### src/rtl/nios_ii_system_leds_pkg.sv
// nios_ii_system_leds_pkg: register map, status bits and FSM encoding for the LED output port
package nios_ii_system_leds_pkg;
  localparam logic [2:0] ADDR_DATA       = 3'd0;
  localparam logic [2:0] ADDR_PULSE_LEN  = 3'd1;
  localparam logic [2:0] ADDR_IRQ_MASK   = 3'd2;
  localparam logic [2:0] ADDR_STATUS     = 3'd3;
  localparam logic [2:0] ADDR_OUTSET     = 3'd4;
  localparam logic [2:0] ADDR_OUTCLEAR   = 3'd5;
  localparam logic [2:0] ADDR_PULSE      = 3'd6;
  localparam logic [2:0] ADDR_BLINK_MASK = 3'd7;
  localparam int STATUS_BUSY_BIT = 0;
  localparam int STATUS_DONE_BIT = 1;
  typedef enum logic {ST_IDLE = 1'b0, ST_PULSE = 1'b1} state_e;
endpackage

### src/rtl/nios_ii_system_leds_blink_div.sv
// nios_ii_system_leds_blink_div: prescaler toggling phase every BLINK_DIV clocks, phase starts high
module nios_ii_system_leds_blink_div #(
  parameter int BLINK_DIV = 25000000
) (
  input  logic clk,
  input  logic reset_n,
  output logic phase_o
);
  localparam int CW = $clog2(BLINK_DIV);
  localparam logic [CW-1:0] LAST = CW'(BLINK_DIV - 1);
  logic [CW-1:0] cnt_q, cnt_d;
  logic phase_q, phase_d, wrap;
  // wrap the counter and flip the phase on its last count
  always_comb begin
    wrap = cnt_q == LAST;
    cnt_d = wrap ? '0 : cnt_q + CW'(1);
    phase_d = wrap ? ~phase_q : phase_q;
  end
  // counter and phase registers
  always_ff @(posedge clk or negedge reset_n) begin
    if (!reset_n) begin
      cnt_q <= '0;
      phase_q <= 1'b1;
    end else begin
      cnt_q <= cnt_d;
      phase_q <= phase_d;
    end
  end
  assign phase_o = phase_q;
endmodule

### src/rtl/nios_ii_system_leds_out.sv
// nios_ii_system_leds_out: Avalon-MM LED port with set/clear, timed XOR pulse, irq; blink via NIOS_II_SYSTEM_LEDS_BLINK_EN
module nios_ii_system_leds_out
  import nios_ii_system_leds_pkg::*;
#(
  parameter int WIDTH = 8,
  parameter int BLINK_DIV = 25000000
) (
  input  logic             clk,
  input  logic             reset_n,
  input  logic [2:0]       address,
  input  logic             chipselect,
  input  logic             write_n,
  input  logic [31:0]      writedata,
  output logic [31:0]      readdata,
  output logic [WIDTH-1:0] out_port,
  output logic             irq
);
  state_e state_q, state_d;
  logic busy, wr, pulse_wr, pulse_start, pulse_end, unused_wd;
  logic [WIDTH-1:0] wd, data_q, data_d, pmask_q, pmask_d, gate;
  logic [15:0] pulse_len_q, pulse_len_d, cnt_q, cnt_d;
  logic irq_mask_q, irq_mask_d, done_q, done_d;
  logic [31:0] rd_d, readdata_q;
  assign wr = chipselect & ~write_n;
  assign wd = writedata[WIDTH-1:0];
  assign unused_wd = ^writedata;
  assign pulse_wr = wr && address == ADDR_PULSE;
  assign pulse_start = pulse_wr && state_q == ST_IDLE && pulse_len_q != 16'd0;
  assign pulse_end = state_q == ST_PULSE && cnt_q == 16'd1;
`ifdef NIOS_II_SYSTEM_LEDS_BLINK_EN
  logic phase;
  logic [WIDTH-1:0] blink_mask_q, blink_mask_d;
  nios_ii_system_leds_blink_div #(.BLINK_DIV(BLINK_DIV)) u_blink (
    .clk(clk),
    .reset_n(reset_n),
    .phase_o(phase)
  );
  // blink mask register write
  always_comb blink_mask_d = wr && address == ADDR_BLINK_MASK ? wd : blink_mask_q;
  // blink mask register
  always_ff @(posedge clk or negedge reset_n) begin
    if (!reset_n) blink_mask_q <= '0;
    else blink_mask_q <= blink_mask_d;
  end
  assign gate = ~blink_mask_q | {WIDTH{phase}};
`else
  assign gate = '1;
`endif
  // FSM state register
  always_ff @(posedge clk or negedge reset_n) begin
    if (!reset_n) state_q <= ST_IDLE;
    else state_q <= state_d;
  end
  // FSM next state: pulse writes only start from IDLE, PULSE ends on the last count
  always_comb state_d = state_q == ST_IDLE ? (pulse_start ? ST_PULSE : ST_IDLE) : (pulse_end ? ST_IDLE : ST_PULSE);
  // FSM output
  always_comb busy = state_q == ST_PULSE;
  // register next-state; done set wins over a same-edge status write
  always_comb begin
    data_d = !wr ? data_q :
             address == ADDR_DATA ? wd :
             address == ADDR_OUTSET ? data_q | wd :
             address == ADDR_OUTCLEAR ? data_q & ~wd : data_q;
    pulse_len_d = wr && address == ADDR_PULSE_LEN ? writedata[15:0] : pulse_len_q;
    irq_mask_d = wr && address == ADDR_IRQ_MASK ? writedata[0] : irq_mask_q;
    done_d = (pulse_wr && state_q == ST_IDLE && pulse_len_q == 16'd0) || pulse_end ? 1'b1 :
             wr && address == ADDR_STATUS ? 1'b0 : done_q;
    pmask_d = pulse_start ? wd : pulse_end ? '0 : pmask_q;
    cnt_d = pulse_start ? pulse_len_q : busy ? cnt_q - 16'd1 : cnt_q;
  end
  // read mux, registered below regardless of chipselect
  always_comb begin
    rd_d = '0;
    case (address)
      ADDR_DATA:      rd_d = 32'(data_q);
      ADDR_PULSE_LEN: rd_d = 32'(pulse_len_q);
      ADDR_IRQ_MASK:  rd_d = 32'(irq_mask_q);
      ADDR_STATUS: begin
        rd_d[STATUS_BUSY_BIT] = busy;
        rd_d[STATUS_DONE_BIT] = done_q;
      end
`ifdef NIOS_II_SYSTEM_LEDS_BLINK_EN
      ADDR_BLINK_MASK: rd_d = 32'(blink_mask_q);
`endif
      default: rd_d = '0;
    endcase
  end
  // control and data registers
  always_ff @(posedge clk or negedge reset_n) begin
    if (!reset_n) begin
      data_q <= '0;
      pulse_len_q <= '0;
      irq_mask_q <= 1'b0;
      done_q <= 1'b0;
      pmask_q <= '0;
      cnt_q <= '0;
      readdata_q <= '0;
    end else begin
      data_q <= data_d;
      pulse_len_q <= pulse_len_d;
      irq_mask_q <= irq_mask_d;
      done_q <= done_d;
      pmask_q <= pmask_d;
      cnt_q <= cnt_d;
      readdata_q <= rd_d;
    end
  end
  assign readdata = readdata_q;
  assign out_port = (data_q ^ (busy ? pmask_q : '0)) & gate;
  assign irq = done_q & irq_mask_q;
endmodule

### config.mk
export PLATFORM = sky130hd
export DESIGN_NAME = nios_ii_system_leds_out
export DESIGN_NICKNAME = d
export VERILOG_FILES = /design/src/rtl/nios_ii_system_leds_pkg.sv /design/src/rtl/nios_ii_system_leds_blink_div.sv /design/src/rtl/nios_ii_system_leds_out.sv
export SDC_FILE = /design/constraint.sdc
export NUM_CORES = 1
export LEC_CHECK = 0
export CORE_AREA = 4 4 117 63
export DETAILED_ROUTE_END_ITERATION = 8
export DIE_AREA = 0 0 121 67
export PLACE_DENSITY = 0.89
export RECOVER_POWER = 50
export SETUP_SLACK_MARGIN = 0.3
export SLEW_MARGIN = 20
export SYNTH_ARGS = -nofsm -noshare
export SYNTH_HDL_FRONTEND = slang
export SYNTH_SLANG_ARGS = --single-unit
### constraint.sdc
create_clock -name clk -period 2.5 [get_ports clk]
set_input_delay 0.5 -clock clk [delete_from_list [all_inputs] [get_ports clk]]
set_output_delay 0.5 -clock clk [all_outputs]
set_load 0.01 [all_outputs]
======== Yosys cells after proc, flatten, opt, wreduce, memory -nomap -nowiden ========
Cells that the tools add are included.
W data, S select, Z words.
operators by class
  add/subtract/negate cells ............... 1
  eq/ne operators ......................... 7
  mux-type cells .......................... 15
  bitwise logic cells ..................... 8
  reductions and logical operators ........ 17
operators by type and width
  cell                     count
  $mux W8                  6
  $mux W16                 2
  $pmux W14 S2             1
  $eq A16 B1 Y1 const B    1
  $logic_not A16 Y1        1
  $reduce_bool A16 Y1      1
  $sub A16 B1 Y16 const B  1
  $eq A3 B3 Y1 const B     3
  $and A8 B8 Y8            1
  $logic_and A1 B1 Y1      8
  $not A8 Y8               1
  $or A8 B8 Y8             1
  $pmux W2 S4              1
  $xor A8 B8 Y8            1
  $eq A3 B2 Y1 const B     2
  $reduce_bool A2 Y1       3
  $mux W1                  5
  $eq A3 B1 Y1 const B     1
  $logic_not A3 Y1         1
  $reduce_bool A3 Y1       1
  $and A1 B1 Y1            2
  $not A1 Y1               2
  $reduce_and A2 Y1        1
  $logic_or A1 B1 Y1       1
word-level totals
  register bits ........................... 83
  bits of input ports ..................... 39
  output and inout port bits .............. 41
  word-level logic and storage cells ...... 56

======== Longest topological paths before layout ========
  depth after elaboration ................. 7
  gate-level depth with buffers ........... 7
  gate-level depth less buffers ........... 6

======== Least setup slack after synthesis ========
No wires, ideal clock.
  kind .................................... input to register
  start point ............................. in address[0]
  end point ............................... reg pulse_len_q[10]
  library setup time ...................... 0.128 ns
  data arrival time ....................... 1.689 ns
  data required time ...................... 2.372 ns
  slack ................................... 0.683 ns
  stages .................................. 6
  buffers on the path ..................... 3
  path through ............................ clkbuf_1 > nand2b_1 > nand2b_1 > clkbuf_1 > buf_2 > mux2_1
on the way
  cells in the longest elaborated chain, start to end .. 2
ends and longest elaborated chain
  what                  line                            source
  start, declared       nios_ii_system_leds_out.sv:10   input logic [2:0] address,
  $eq A3 B1 Y1          nios_ii_system_leds_out.sv:64   pulse_len_d = wr && address == ADDR_PULSE_LEN ? writedata[15:0] : pulse_len_q;
  $logic_and A1 B1 Y1   nios_ii_system_leds_out.sv:64
  end signal, assigned  nios_ii_system_leds_out.sv:100  pulse_len_q <= pulse_len_d;
  end, declared         nios_ii_system_leds_out.sv:21   logic [15:0] pulse_len_q, pulse_len_d, cnt_q, cnt_d;
Every way passes these cells.
A chain may end at the register's enable or synchronous reset.

======== Worst setup path after layout ========
  start point ............................. in address[2]
  end point ............................... reg pulse_len_q[9]
Same word-level chain as after synthesis.

==> impl_metrics.toml <==
[outcome]
status = "complete, no violations"

[yosys]
synth_common_cells = "dfrtp_1 (67), a22o_1 (21), nor2_1 (21), buf_4 (18), nand2_1 (18)"
ys_seq_area_share_pct = 50.6
synth_ff_type = "dfrtp_1"
ys_ff_latch = 67
synthDistinctLibCells = 44
synth_top_area_cell = "dfrtp_1"
synth_edf_count = 0
synth_area_sq_um = 3310
synthesis.instances = 300
yosysMostFrequentCell = "dfrtp_1"
synth_warnings = 0
synth.top_cell.area_share_pct = 50.6
syn_area_per_cell_sq_um = 11.0
synth_area_leaders = "dfrtp_1 (51%), a22o_1 (5.6%), xnor2_1 (4.2%), buf_4 (4.1%), mux2_1 (3.7%)"
async_flop_share_pct = 100

[cells_and_area]
area_growth_pct = 27.6
final_cell_area_sq_um = 4230
drive_gt1_share_pct = 13.1
fill_cells = 453
post-route-util_pct = 65.6
num_antenna_cells = 0
nets = 402

[worst_setup_path]
max_stage_delay_ns = 0.54
worstSetupPathType = "input pin to flop"
critical_path_buf_inv_count = 3
crit_path_max_fanout = 16
cpMostUsedCell = "nand2b_1"
cp-start-kind = "input pin"
critical-path-top-delay-family = "buffers and inverters"
critPathCaptureType = "flop"
crit_required_ns = 2.70
cp.arrival_ns = 2.47
crit_chain = "dlygate4sd3_1 -> clkbuf_1 -> nand2b_1 -> nand2b_1 -> buf_4 -> mux2_1"
crit_path_top_delay_cell = "dlygate4sd3_1"

[clock_tree]
cts_tree = "built"
clk_pin_slew_ns = 0.06
clock-root-buffer = "clkbuf_16"
cts.sinks = 67
clkLatencyLatePin_ns = 0.33
cts_hold_buf = 0
clockBufferDepth = 2
cts_buffers = 9
htreeDepth = 3

[global_routing]
grt_pass1_vias = 2615
grt_max_degree = 27
grt_pass1_wl_microns = 13500
antenna_found_initial = 0
track_usage_pct = 22.2
busiest_layer = "met2"
met2_usage_pct = 36.6
grt_use_met1_pct = 28.9
use_met3_pct = 6.45
grt_overflow = 0

[route]
wl_per_cell_microns = 18.7
drt_iter0_markers = 224
drt_wl_total_microns = 8550
num_vias = 2550
via_per_inst = 5.57
drt_pass1_iterations = 5
drtAntennaViolNets = 0
drc = 0

[worst_hold_path]
hold_class = "input pin to async pin"

[placement]
dpl_cell_area_sq_um = 3860
dpl.hpwl_microns = 5650
numPortBuffers = 47
gp_congestion = 0.939

[floorplan]
start_util_pct = 51.4
core_area_sq_um = 6440
rows = 21
die_x_microns = 121
dieHeight_microns = 67
ios = 80
dieArea_sq_um = 8110

[sta]
setup_viol = 0
finClkSkew_ns = 0.00823
whs_ns = 0.454
relSlewSlack_pct = 10.9
fin_setup_tns_ns = 0
fin_crit_sh_pct = 90.7
finalCriticalPeriod_ns = 2.27
hold_violations = 0
drv_slew = 0
tightest_slew_ns = 1.34
fmax_mhz = 441
rsz0062_at_grt = "yes"

[power_and_ir_drop]
leakage_nw = 1.96
ir_worst_vdd_v = 0.000464
power.total_mw = 4.31
power_density_nw_per_um2 = 1020

[flow_run]
max-cap-violations = 0
## worst paths after layout
check / from / end / slack (ns) / depth (start not counted)
hold reg to reg: pmask_q[6] / pmask_q[6] / 0.50 / 1
max in group asynchronous: reset_n / pulse_len_q[5] / 0.78 / 2
min in group clk: pmask_q[6] / pmask_q[6] / 0.50 / 1
setup reg to reg: pulse_len_q[8] / cnt_q[12] / 0.40 / 6
hold / removal: reset_n / readdata[0] / 0.45 / 1
setup / recovery: address[2] / pulse_len_q[9] / 0.23 / 6
## metrics by stage
step / cells / setup WS, ns
2_1_floorplan: 315 / 0.683
3_3_place_gp: 438 / 0.131
3_5_place_dp: 438 / 0.0460
4_1_cts: 456 / 0.297
5_1_grt: 458 / 0.165
6_report: 458 / 0.232
## final cells by class
type | count | area (sq um) | share of cell area, %
well taps | 92 | 115 | 2.72
clock buffers | 9 | 225 | 5.33
flip-flops and latches | 67 | 1680 | 39.7
inverters | 7 | 26.3 | 0.622
repair buffers | 64 | 594 | 14.1
multi-input cells | 212 | 1510 | 35.7
clock inverters | 7 | 76.3 | 1.81
## power by group
group | total, mW | switching, mW | internal (mW) | leakage, nW
sequential | 1.67 | 0.324 | 1.35 | 0.854
combinational | 1.38 | 0.663 | 0.712 | 0.960
clock | 1.26 | 0.487 | 0.776 | 0.142
total | 4.31 | 1.47 | 2.84 | 1.96
## cells in the final DEF (no fill, tap or decap), drive strengths merged, types with 2 or more instances in the layout
| cell type | count |
|---|---|
| nand2 | 18 |
| and2 | 12 |
| nand2b | 4 |
| nand3 | 3 |
| conb | 16 |
| a221o | 5 |
| nor4 | 8 |
| nor3 | 5 |
| mux2 | 18 |
| a22o | 21 |
| mux2i | 6 |
| or3 | 2 |
| nand4 | 2 |
| a211oi | 3 |
| nor2b | 4 |
| dlygate4sd3 | 5 |
| xnor2 | 16 |
| o21ai | 14 |
| a22oi | 2 |
| dfrtp | 67 |
| clkinvlp | 2 |
| inv | 8 |
| ha | 2 |
| a21oi | 6 |
| a21o | 8 |
| clkbuf | 14 |
| dlymetal6s2s | 2 |
| xor2 | 3 |
| clkinv | 3 |
| nand3b | 4 |
| nor2 | 21 |
| buf | 13 |
| clkdlybuf4s50 | 39 |
## kinds of logic after synthesis
group	Yosys count	synth area share, %
simple gates	90	15.0
flops	67	50.6
compound gates	60	13.4
buf+inv	36	6.46
mux	25	8.62
xor+xnor	19	5.03
fa+ha+maj	2	0.756
other cells	1	0.113
## what timing repair did
action	CTS	global route
endpoints found under the setup margin	28	24
gates resized for setup	4	5
buffers inserted	2	2
## metal layers
| metal | up-vias | share of wire, % |
|---|---|---|
| li1 | 1146 | - |
| met1 | 1283 | 44 |
| met2 | 112 | 47 |
| met3 | 9 | 8.3 |
| met4 | 0 | 0.76 |
| met5 | - | 0 |
(Power assumes the default switching activity.)
